$ cat config.mk
export PLATFORM = sky130hd
export DESIGN_NAME = cabac_se_intra_serializer
export DESIGN_NICKNAME = d
export VERILOG_FILES = /design/src/rtl/cabac_se_pkg.sv /design/src/rtl/cabac_ffs10.sv /design/src/rtl/cabac_se_intra_serializer.sv
export SDC_FILE = /design/constraint.sdc
export NUM_CORES = 1
export LEC_CHECK = 0
export BUFFER_PORTS_ARGS = -buffer_cell sky130_fd_sc_hd__buf_2
export CORE_MARGIN = 2
export CORE_UTILIZATION = 35
export DETAILED_ROUTE_END_ITERATION = 8
export GPL_TIMING_DRIVEN = 0
export SLEW_MARGIN = 20
export SYNTH_ARGS = -nofsm -noshare
export SYNTH_HDL_FRONTEND = slang
export SYNTH_HIERARCHICAL = 1
export SYNTH_SLANG_ARGS = --single-unit
$ cat constraint.sdc
create_clock -name clk -period 34 [get_ports clk]
set_input_delay 10.2 -clock clk [delete_from_list [all_inputs] [get_ports clk]]
set_output_delay 10.2 -clock clk [all_outputs]
set_load 0.02 [all_outputs]
$ cat src/rtl/cabac_se_pkg.sv
// ---------------------------------------------------------------------------
// cabac_se_pkg
// Shared definitions for the CABAC syntax-element serializers.
//   SE_W / NUM_SE     : pair width and number of parallel pair slots per CU
//   *_MSB / *_LSB     : field positions inside one pair
//                       ([20:13] value, [12:9] bin count, [8:0] SE type)
//   se_state_t        : serializer FSM encoding (IDLE, SEND, DONE)
//   se_is_empty()     : an all-zero pair marks an unused slot
// ---------------------------------------------------------------------------
package cabac_se_pkg;

    localparam int SE_W   = 21;
    localparam int NUM_SE = 10;

    localparam int VALUE_MSB = 20;
    localparam int VALUE_LSB = 13;
    localparam int BIN_MSB   = 12;
    localparam int BIN_LSB   = 9;
    localparam int TYPE_MSB  = 8;
    localparam int TYPE_LSB  = 0;

    typedef enum logic [1:0] {
        ST_IDLE = 2'd0,
        ST_SEND = 2'd1,
        ST_DONE = 2'd2
    } se_state_t;

    function automatic logic se_is_empty(input logic [SE_W-1:0] pair);
        return (pair == '0);
    endfunction

endpackage

$ cat src/rtl/cabac_ffs10.sv
// ---------------------------------------------------------------------------
// cabac_ffs10
// Combinational find-first-set over a 10-bit mask (lowest index wins).
//   mask : input  10  request mask
//   idx  : output 4   index of the lowest set bit (0 when mask is empty)
//   any  : output 1   at least one bit of mask is set
// ---------------------------------------------------------------------------
module cabac_ffs10 (
    input  logic [9:0] mask,
    output logic [3:0] idx,
    output logic       any
);

    always_comb begin
        idx = '0;
        // Walk from the top down so the lowest set bit is written last.
        for (int k = 9; k >= 0; k--) begin
            if (mask[k]) begin
                idx = 4'(k);
            end
        end
        any = |mask;
    end

endmodule

$ cat src/rtl/cabac_se_intra_serializer.sv
// ---------------------------------------------------------------------------
// cabac_se_intra_serializer
// Captures the ten syntax-element pair slots of one intra CU on start_i,
// drops the all-zero slots and streams the rest in slot order to the CABAC
// binarizer, one pair per handshake.
//
// Ports
//   clk, rst                      : clock, synchronous active-high reset
//   start_i                       : one-cycle start pulse, honoured only in IDLE
//   se_pair_0_i .. se_pair_9_i    : SE_W-bit pair slots (all-zero = empty)
//   se_pair_o, se_valid_o         : current pair and its valid flag
//   se_ready_i                    : binarizer ready
//   busy_o                        : CU being streamed
//   done_o                        : one-cycle pulse at end of CU
//   se_cnt_o                      : pairs issued for the current/last CU
//
// Handshake: a pair transfers on every cycle where se_valid_o and se_ready_i
// are both high. Once se_valid_o rises, se_pair_o and se_valid_o hold until
// that transfer happens; se_pair_o reads zero whenever se_valid_o is low.
// ---------------------------------------------------------------------------
module cabac_se_intra_serializer
    import cabac_se_pkg::*;
(
    input  logic            clk,
    input  logic            rst,
    input  logic            start_i,
    input  logic [SE_W-1:0] se_pair_0_i,
    input  logic [SE_W-1:0] se_pair_1_i,
    input  logic [SE_W-1:0] se_pair_2_i,
    input  logic [SE_W-1:0] se_pair_3_i,
    input  logic [SE_W-1:0] se_pair_4_i,
    input  logic [SE_W-1:0] se_pair_5_i,
    input  logic [SE_W-1:0] se_pair_6_i,
    input  logic [SE_W-1:0] se_pair_7_i,
    input  logic [SE_W-1:0] se_pair_8_i,
    input  logic [SE_W-1:0] se_pair_9_i,
    output logic [SE_W-1:0] se_pair_o,
    output logic            se_valid_o,
    input  logic            se_ready_i,
    output logic            busy_o,
    output logic            done_o,
    output logic [3:0]      se_cnt_o
);

    logic [SE_W-1:0]   slot_in [NUM_SE];
    logic [SE_W-1:0]   buf_q   [NUM_SE];
    logic [NUM_SE-1:0] start_mask;
    logic [NUM_SE-1:0] mask_q, mask_d;
    logic [NUM_SE-1:0] sel_onehot;
    logic [3:0]        sel_idx;
    logic              sel_any;
    logic [3:0]        cnt_q, cnt_d;
    logic              load;
    se_state_t         state_q, state_d;

    assign slot_in[0] = se_pair_0_i;
    assign slot_in[1] = se_pair_1_i;
    assign slot_in[2] = se_pair_2_i;
    assign slot_in[3] = se_pair_3_i;
    assign slot_in[4] = se_pair_4_i;
    assign slot_in[5] = se_pair_5_i;
    assign slot_in[6] = se_pair_6_i;
    assign slot_in[7] = se_pair_7_i;
    assign slot_in[8] = se_pair_8_i;
    assign slot_in[9] = se_pair_9_i;

    always_comb begin
        start_mask = '0;
        for (int k = 0; k < NUM_SE; k++) begin
            start_mask[k] = !se_is_empty(slot_in[k]);
        end
    end

    // Pending mask selects the next pair; empty slots never get a mask bit,
    // so they cost no cycles.
    cabac_ffs10 u_ffs (
        .mask (mask_q),
        .idx  (sel_idx),
        .any  (sel_any)
    );

    assign sel_onehot = NUM_SE'(1) << sel_idx;

    // Outputs come from flops and the selection mux only.
    assign se_valid_o = (state_q == ST_SEND) && sel_any;
    assign se_pair_o  = se_valid_o ? buf_q[sel_idx] : '0;
    assign busy_o     = (state_q == ST_SEND);
    assign done_o     = (state_q == ST_DONE);
    assign se_cnt_o   = cnt_q;

    always_comb begin
        state_d = state_q;
        mask_d  = mask_q;
        cnt_d   = cnt_q;
        load    = 1'b0;
        case (state_q)
            ST_IDLE: begin
                if (start_i) begin
                    load    = 1'b1;
                    mask_d  = start_mask;
                    cnt_d   = '0;
                    state_d = (|start_mask) ? ST_SEND : ST_DONE;
                end
            end
            ST_SEND: begin
                if (se_ready_i) begin
                    mask_d = mask_q & ~sel_onehot;
                    cnt_d  = 4'(cnt_q + 4'd1);
                    if (mask_d == '0) begin
                        state_d = ST_DONE;
                    end
                end
            end
            ST_DONE: begin
                state_d = ST_IDLE;
            end
            default: begin
                state_d = ST_IDLE;
            end
        endcase
    end

    always_ff @(posedge clk) begin
        if (rst) begin
            state_q <= ST_IDLE;
            mask_q  <= '0;
            cnt_q   <= '0;
            for (int k = 0; k < NUM_SE; k++) begin
                buf_q[k] <= '0;
            end
        end else begin
            state_q <= state_d;
            mask_q  <= mask_d;
            cnt_q   <= cnt_d;
            if (load) begin
                for (int k = 0; k < NUM_SE; k++) begin
                    buf_q[k] <= slot_in[k];
                end
            end
        end
    end

endmodule
Word-level counts from Yosys, hierarchy flattened
Memories as Yosys holds them, arrays and structs flattened.
Cells that the tools add are included.
{"block": "totals", "regBits": 16, "ram_bits": 210, "input_bits": 214, "word_cells": 90, "mem_bits_ro": 0, "latchBits": 0, "memories": 1}
{"block": "classes", "addsub": 1, "n_div": 0, "n_mul": 0, "order_cmp": 0, "n_shift": 1, "mux": 39, "n_eq_ne": 5, "n_reduce_logical": 28, "bitwise_logic": 12}
{"memory": "buf_q", "words": 10, "word_bits": 21, "rd": 1, "rd_clocked_by_memory_dff": 0, "write_ports": 10, "line": "cabac_se_intra_serializer.sv:46", "source": "logic [SE_W-1:0] buf_q [NUM_SE];"}
{"op": "2-to-1 mux 21 bit", "count": 11}
{"op": "zero test 21 bit", "count": 10}
{"op": "2-to-1 mux 4 bit", "count": 12}
{"op": "2-to-1 mux 10 bit", "count": 2}
{"op": "one-hot mux 10 bit (2 select lines)", "count": 1}
{"op": "OR reduction 10 bit", "count": 2}
{"op": "AND 10 bit", "count": 1}
{"op": "zero test 1 bit", "count": 10}
{"op": "zero test 10 bit", "count": 1}
{"op": "inverter 10 bit", "count": 1}
{"op": "bitwise OR 1 bit", "count": 10}
{"op": "left shift 1 x 4 -> 10 bit, first input constant", "count": 1}
{"op": "2-to-1 mux 2 bit", "count": 4}
{"op": "one-hot mux 4 bit (2 select lines)", "count": 1}
{"op": "2-to-1 mux 1 bit", "count": 7}
{"op": "AND reduction 3 bit", "count": 2}
{"op": "adder 4 x 1 -> 4 bit, second input constant", "count": 1}
{"op": "inequality test 2 bit, second input constant", "count": 2}
{"op": "one-hot mux 2 bit (2 select lines)", "count": 1}
{"op": "== test 2 x 1 -> 1 bit, second input constant", "count": 1}
{"op": "== test 2 bit, second input constant", "count": 1}
{"op": "zero test 2 bit", "count": 1}
{"op": "inequality test 2 x 1 -> 1 bit, second input constant", "count": 1}
{"op": "nonzero test 2 bit", "count": 1}
{"op": "logical AND 1 bit", "count": 1}

Depth between registers and ports, before layout
Gate-level depths: netlist (run 1).
{"block": "logic_depth", "depth_word": 17, "mapped_depth": 11, "mapped_depth_nobuf": 9}

By module
The synthesis (run 1) kept the hierarchy.
{"mod": "cabac_se_intra_serializer", "n_inst": 1, "seq_area_each_um2": 6626.4, "cells_each": 782, "area_per_inst_um2": 10815.4}
{"mod": "cabac_ffs10", "n_inst": 1, "seq_area_each_um2": 0.0, "cells_each": 18, "area_per_inst_um2": 101.3}

Least setup slack after synthesis (run 1)
Ideal clock, no wire load.
{"block": "synth_path", "path_kind": "input port to flip-flop", "start": "input port start_i", "end": "memory buf_q[0][0], enable pin", "required_ns": 33.172, "arrival_ns": 20.003, "path_stages": 2, "slack_ns": 13.169, "setup_ns": 0.828, "cell_sequence": "nand2b_1 -> o21bai_1"}
{"item": "from (decl)", "line": "cabac_se_intra_serializer.sv:26", "source": "input logic start_i,"}
{"item": "to (decl)", "line": "cabac_se_intra_serializer.sv:46"}

Worst setup path in the final report (run 1)
{"block": "layout_path", "start": "register mask_q[6]", "end": "output port se_pair_o[16]"}
{"block": "layout_via", "elab_chain_cells": 9, "word_cells_on_any_way": 11}
{"item": "from (decl)", "line": "cabac_se_intra_serializer.sv:48", "source": "logic [NUM_SE-1:0] mask_q, mask_d;"}
{"item": "from (signal assigned)", "line": "cabac_se_intra_serializer.sv:133", "source": "mask_q <= mask_d;"}
{"item": "2-to-1 mux 4 bit (7 in series)", "line": "cabac_ffs10.sv:18", "source": "if (mask[k]) begin"}
{"item": "via sel_idx[1]", "line": "cabac_se_intra_serializer.sv:50", "source": "logic [3:0] sel_idx;"}
{"item": "memory (10 x 21 bit)"}
{"item": "2-to-1 mux 21 bit", "line": "cabac_se_intra_serializer.sv:86", "source": "assign se_pair_o = se_valid_o ? buf_q[sel_idx] : '0;"}
{"item": "to (decl)", "line": "cabac_se_intra_serializer.sv:37", "source": "output logic [SE_W-1:0] se_pair_o,"}
The timed path passes the listed nets, and every way through them passes these cells.

==> load_flow_metrics.sql, run 1 <==
INSERT INTO impl_metrics (metric_group, metric, value, unit) VALUES
('layout', 'final_nets', '1293', ''),
('yosys', 'yosys_warning_count', '6', ''),
('floorplan', 'core_area', '0.0307', 'sq mm'),
('worst_setup_path', 'critical_path.max_fanout', '10', ''),
('yosys', 'synth.avg_cell_area', '13.6', 'sq um'),
('worst_hold_path', 'whs_path_cells', '2', ''),
('yosys', 'netlist_area', '0.0109', 'sq mm'),
('layout', 'final_design_area_no_fill', '0.0137', 'sq mm'),
('timing', 'grt_setup_unrepaired', 'no', ''),
('grt', 'grt_overflow', '0', ''),
('worst_setup_path', 'worst_path_largest_cell_delay', '0.56', 'ns'),
('worst_setup_path', 'cp.arrival', '3.75', 'ns'),
('cts', 'cts.clk_slew.worst_paths', '0.06', 'ns'),
('detailed_routing', 'wl_per_cell', '21.6', 'um'),
('yosys', 'ys_top_cells_by_area', 'edfxtp_1, and2_1, mux4_2', ''),
('cts', 'post_cts.resized_instances', '0', ''),
('detailed_routing', 'drt-total-wl', '32400', 'um'),
('yosys', 'ys_async_sr_fraction', '0', '%'),
('timing', 'worst_slew_pin_slew', '1.04', 'ns'),
('power_and_ir_drop', 'ir_drop', '0.0373', 'mV'),
('timing', 'max_slew_margin', '30.2', '%'),
('cts', 'ctsLongestPathBuffers', '3', ''),
('yosys', 'muxShareOfSynthArea', '10.6', '%'),
('worst_setup_path', 'slowest_stage', 'clkbuf_1', ''),
('yosys', 'yosys.area_share.xor_xnor', '0.0802', '%'),
('detailed_routing', 'dr_total_vias', '7787', ''),
('grt', 'grt.met3_usage', '3.52', '%'),
('place', 'placement.cell_area', '0.0129', 'sq mm'),
('grt', 'grt_first_pass_wirelength', '48100', 'um'),
('layout', 'layout-area-overhead-vs-synth', '25.8', '%'),
('timing', 'slew_violations', '0', ''),
('grt', 'grt_antenna_before_repair', '3', ''),
('worst_setup_path', 'worst_setup_path_start_kind', 'flip-flop', ''),
('yosys', 'number_of_flops_mapped_to_enable_cells_by_yosys', '210', ''),
('worst_setup_path', 'crit_path_cell_trace', 'o21ai_0, a211oi_1, buf_2, clkbuf_1, mux4_2, a211oi_1, a211oi_1, buf_2', ''),
('worst_setup_path', 'critPathLaunch', 'mask_q[6]$_SDFFE_PP0P_', ''),
('place', 'dp_hpwl', '25500', 'um'),
('cts', 'postCtsHoldBufs', '0', ''),
('grt', 'most_congested_layer_reported_by_global_routing', 'met2', ''),
('detailed_routing', 'dr.pass1.iters', '5', ''),
('yosys', 'simple_gate_share_of_the_synthesized_area', '20.2', '%'),
('yosys', 'postSynthCellCount', '800', ''),
('power_and_ir_drop', 'power_density', '64.1', 'mW/mm^2'),
('cts', 'tritoncts.num_buffers', '26', ''),
('detailed_routing', 'dr.first_iter.drc_count', '735', ''),
('worst_setup_path', 'cp_data_required_time', '23.80', 'ns'),
('timing', 'final_min_period_over_clock_period', '41.0', '%'),
('worst_setup_path', 'timing.setup.critical_path_class', 'reg -> out', ''),
('timing', 'post-route-worst-setup-slack', '20.05', 'ns'),
('detailed_routing', 'drc_errors', '0', ''),
('yosys', 'synth_area_leader_cell', 'edfxtp_1', ''),
('layout', 'drive_gt1_share', '32.0', '%'),
('worst_setup_path', 'cpMostUsedCell', 'a211oi_1', ''),
('worst_setup_path', 'reg2reg_launch_point', 'mask_q[3]$_SDFFE_PP0P_', ''),
('yosys', 'synth_fp_nets', '1015', ''),
('yosys', 'synth_top_cell_area_share', '57.8', '%'),
('yosys', 'synth_top_family_by_area', 'simple AND/OR/NAND/NOR gates', ''),
('yosys', 'post_synthesis_sequential_element_count', '226', ''),
('grt', 'total_routing_usage_gr', '19.6', '%'),
('place', 'gp_routability_congestion', '0.856', ''),
('timing', 'setup_viol', '0', ''),
('run_status', 'outcome', 'finished clean', ''),
('floorplan', 'die_height', '181', 'um'),
('yosys', 'ys_dominant_reg_cell', 'edfxtp_1', ''),
('timing', 'skew', '0.00786', 'ns'),
('timing', 'post_route_setup_tns', '0', 'ns'),
('place', 'placement.io_buffers', '240', ''),
('place', 'worst_slack_after_detailed_placement', '20.65', 'ns'),
('cts', 'worstSkewPairLatency', '0.53', 'ns'),
('worst_hold_path', 'hold_path.class', 'reg -> reg', ''),
('job', 'drv.max_cap_violation_count', '0', '');
worst max-delay path, delay by kind of cell, from the launching register on:
| family | cells | cell delay (ns) |
|---|---|---|
| compound gates | 4 | 1.24 |
| flops | 1 | 0.45 |
| buf+inv | 3 | 1.13 |
| mux | 1 | 0.41 |
layer usage:
| layer | vias up | share of wire (%) |
|---|---|---|
| met5 | - | 0 |
| met2 | 311 | 46 |
| li1 | 3643 | - |
| met4 | 0 | 2.6 |
| met1 | 3783 | 45 |
| met3 | 50 | 6.8 |
metrics by stage:
| step | power, uW | util [%] | hold WS (ns) |
|---|---|---|---|
| floorplan | 524 | - | 0.491 |
| global placement | 613 | 41.1 | 0.476 |
| detailed placement | 609 | 42.0 | 0.512 |
| CTS | 886 | 44.7 | 0.520 |
| global route | 916 | 44.8 | 0.551 |
| finish | 880 | 44.8 | 0.519 |
path summary, 6_finish.rpt:
path                                    to
setup / recovery             se_pair_o[16]
hold / removal    se_cnt_o[3]$_SDFFE_PP0P_
setup reg to reg   state_q[0]$_SDFFE_PP0P_
hold reg to reg   se_cnt_o[3]$_SDFFE_PP0P_
sequential cells by signal, indices dropped and copies added (netlist names):
register	cells
se_cnt_o	4
state_q	2
buf_q	210
mask_q	10
synthesized netlist by cell type, drive strengths merged (3+ instances only):
library cell	n
and2	210
edfxtp	210
nor4	44
a211oi	43
mux4	42
clkbuf	40
nor2b	24
nor2	23
mux2i	21
a21oi	16
dfxtp	16
buf	15
nor3	13
nand4	12
a221oi	10
nand2	10
or4	10
inv	8
nand2b	6
o21ai	5
o31ai	3
cell families after synthesis:
group           Yosys count
simple gates            359
flops                   226
compound gates           87
buf+inv                  63
mux                      63
xor+xnor                  1
fa+ha+maj                 1
layout make-up:
cell class | instances | area (sq um) | share of cell area, %
diodes | 3 | 7.51 | 0.0547
plain buffers | 55 | 245 | 1.79
clock buffers | 38 | 737 | 5.37
clock inverters | 10 | 109 | 0.793
inverters | 8 | 30.0 | 0.219
multi-input cells | 511 | 4030 | 29.3
flip-flops and latches | 226 | 6630 | 48.3
well taps | 396 | 495 | 3.61
repair buffers | 250 | 1450 | 10.6
report_power, final:
| part | internal [uW] | switching, uW | leakage, uW | total [uW] |
|---|---|---|---|---|
| Sequential | 342 | 12.0 | 0.00240 | 354 |
| Clock | 166 | 112 | 0.000407 | 277 |
| Combinational | 106 | 142 | 0.00253 | 248 |
| Total | 614 | 266 | 0.00534 | 880 |
Power figures use the tool's default switching activity.
==> run 2, diff against run 1 <==
==> constraint.sdc (replaced) <==
create_clock -name clk -period 13.9 [get_ports clk]
set_input_delay 4.17 -clock clk [delete_from_list [all_inputs] [get_ports clk]]
set_output_delay 4.17 -clock clk [all_outputs]
set_load 0.02 [all_outputs]
==> load_flow_metrics.sql, run 2 (synthesized netlist as in run 1, its figures left out) <==
INSERT INTO impl_metrics (metric_group, metric, value, unit) VALUES
('layout', 'register_area', '0.00663', 'sq mm'),
('cts', 'post_cts.resized_instances', '0', ''),
('timing', 'fmax', '0.125', 'GHz'),
('floorplan', 'io-pin-count', '242', ''),
('layout', 'commonest_non_fill_non_tap_cells_in_the_layout', 'buf_2, and2_1, edfxtp_1', ''),
('layout', 'final_nets', '1290', ''),
('timing', 'post_route_setup_tns', '0', 'ns'),
('timing', 'final_min_period_over_clock_period', '57.4', '%'),
('cts', 'postCtsHoldBufs', '0', ''),
('layout', 'largest_register_ffs', '210', ''),
('worst_setup_path', 'timing.setup.critical_path_class', 'reg -> out', ''),
('layout', 'largest-register', 'buf_q', ''),
('worst_setup_path', 'worst_setup_path_start_kind', 'flip-flop', ''),
('place', 'placement.io_buffers', '240', ''),
('timing', 'setup_viol', '0', ''),
('cts', 'cts.repair_timing.setup_buffer_count', '0', ''),
('grt', 'global_route_track_usage_on_met1', '27.3', '%'),
('grt', 'largest_net_degree_at_the_start_of_global_routing', '28', ''),
('grt', 'grt_antenna_before_repair', '3', ''),
('cts', 'cts.clk_slew.worst_paths', '0.06', 'ns'),
('grt', 'grt_pass1_vias', '7890', ''),
('grt', 'grt_overflow', '0', ''),
('worst_hold_path', 'hold_path.class', 'reg -> reg', ''),
('layout', 'fillCellCount', '2812', ''),
('floorplan', 'die_height', '181', 'um'),
('timing', 'grt_setup_unrepaired', 'no', ''),
('floorplan', 'die_area', '0.0326', 'sq mm'),
('detailed_routing', 'antenna_left', '0', ''),
('floorplan', 'die_width', '181', 'um'),
('power_and_ir_drop', 'power_density', '161', 'mW/mm^2'),
('layout', 'area_of_the_multi_input_gates', '0.00403', 'sq mm'),
('timing', 'slew_violations', '0', ''),
('cts', 'ctsLongestPathBuffers', '3', ''),
('cts', 'tritoncts.num_buffers', '25', ''),
('floorplan', 'initial_utilization', '35.6', '%'),
('layout', 'most_common_cell_after_layout_fill_and_taps_aside', 'buf_2', ''),
('detailed_routing', 'dr_total_vias', '7814', ''),
('place', 'dp_hpwl', '25600', 'um'),
('cts', 'cts_sinks', '226', ''),
('grt', 'total_routing_usage_gr', '19.6', '%'),
('power_and_ir_drop', 'ir_drop', '0.0904', 'mV'),
('detailed_routing', 'drt-total-wl', '32300', 'um'),
('timing', 'hold_viol_final', '0', ''),
('timing', 'worst_slew_pin_slew', '1.02', 'ns'),
('grt', 'grt.met3_usage', '3.25', '%'),
('cts', 'worstSkewPairLatency', '0.53', 'ns'),
('worst_setup_path', 'cp_data_required_time', '9.73', 'ns'),
('layout', 'layout-area-overhead-vs-synth', '25.7', '%'),
('timing', 'timing.final.crit_period', '7.98', 'ns'),
('cts', 'cts_htree_levels', '1', ''),
('detailed_routing', 'dr.pass1.iters', '5', ''),
('layout', 'cell_count_final_fillers_out', '1494', ''),
('layout', 'drive_gt1_share', '32.4', '%'),
('run_status', 'outcome', 'finished clean', ''),
('worst_setup_path', 'end_kind', 'output port', ''),
('timing', 'skew', '0.00942', 'ns'),
('grt', 'groute.layer.met2.usage', '31.9', '%'),
('cts', 'cts_tree', 'yes', ''),
('floorplan', 'core_area', '0.0307', 'sq mm'),
('floorplan', 'core.rowCount', '64', ''),
('detailed_routing', 'drc_errors', '0', ''),
('place', 'gp_routability_congestion', '0.862', ''),
('job', 'drv.max_cap_violation_count', '0', ''),
('detailed_routing', 'dr.first_iter.drc_count', '632', ''),
('detailed_routing', 'route.detailed.vias_per_inst', '5.23', ''),
('detailed_routing', 'wl_per_cell', '21.7', 'um'),
('worst_setup_path', 'cp.arrival', '3.81', 'ns'),
('cts', 'cts_root_buffer', 'clkbuf_16', ''),
('place', 'number_of_placed_instances_taps_included', '1444', ''),
('power_and_ir_drop', 'leakage', '0.00534', 'uW'),
('grt', 'most_congested_layer_reported_by_global_routing', 'met2', ''),
('timing', 'max_slew_margin', '31.2', '%'),
('grt', 'grt_first_pass_wirelength', '48100', 'um'),
('worst_setup_path', 'critical_path.max_fanout', '10', '');
## run 2: report_power, final
group	internal [uW]	switching, uW	total (uW)
sequential	838	29.7	867
clock	460	277	737
combinational	256	344	600
## run 2: path summary, 6_finish.rpt
| kind | from | end | slack, ns | depth (start not counted) |
|---|---|---|---|---|
| max | mask_q[3]$_SDFFE_PP0P_ | se_pair_o[19] | 5.92 | 8 |
| min | se_cnt_o[3]$_SDFFE_PP0P_ | se_cnt_o[3]$_SDFFE_PP0P_ | 0.49 | 2 |
| max reg2reg | mask_q[3]$_SDFFE_PP0P_ | state_q[0]$_SDFFE_PP0P_ | 10.92 | 9 |
| min reg2reg | se_cnt_o[3]$_SDFFE_PP0P_ | se_cnt_o[3]$_SDFFE_PP0P_ | 0.49 | 2 |
## run 2: stage by stage
| stage | utilization (%) | hold WS (ns) | setup slack (ns) | power, uW | area, sq um |
|---|---|---|---|---|---|
| global route | 44.7 | 0.536 | 5.79 | 2300 | 13700 |
| CTS | 44.7 | 0.497 | 5.99 | 2220 | 13700 |
| floorplan | - | 0.491 | 3.63 | 1270 | 10900 |
| global placement | 41.1 | 0.467 | 1.22 | 1480 | 12600 |
| detailed placement | 41.7 | 0.489 | 6.56 | 1480 | 12800 |
| finish | 44.8 | 0.488 | 5.92 | 2200 | 13700 |
## run 2: layer usage
layer | share of wire (%) | vias to the layer above
met2 | 47 | 329
met4 | 2.3 | 0
met5 | 0 | -
met3 | 7.3 | 50
met1 | 44 | 3809
li1 | - | 3626
## run 2: cell type report
cell class | count | share of cell area, %
Timing Repair Buffer | 248 | 10.0
Antenna cell | 4 | 0.0729
Clock buffer | 26 | 4.58
Multi-Input combinational cell | 511 | 29.3
Clock inverter | 20 | 2.10
Sequential cell | 226 | 48.3
Tap cell | 396 | 3.61
Inverter | 8 | 0.219
Buffer | 55 | 1.79
## run 2: critical path: stages, from the launching register on
cell and delay (ns):
dfxtp_1 0.37, nor4_1 0.52, nor2b_1 0.39, buf_2 0.32, buf_1 0.47, clkbuf_1 0.46
a211oi_1 0.21, a211oi_1 0.32, buf_2 0.23
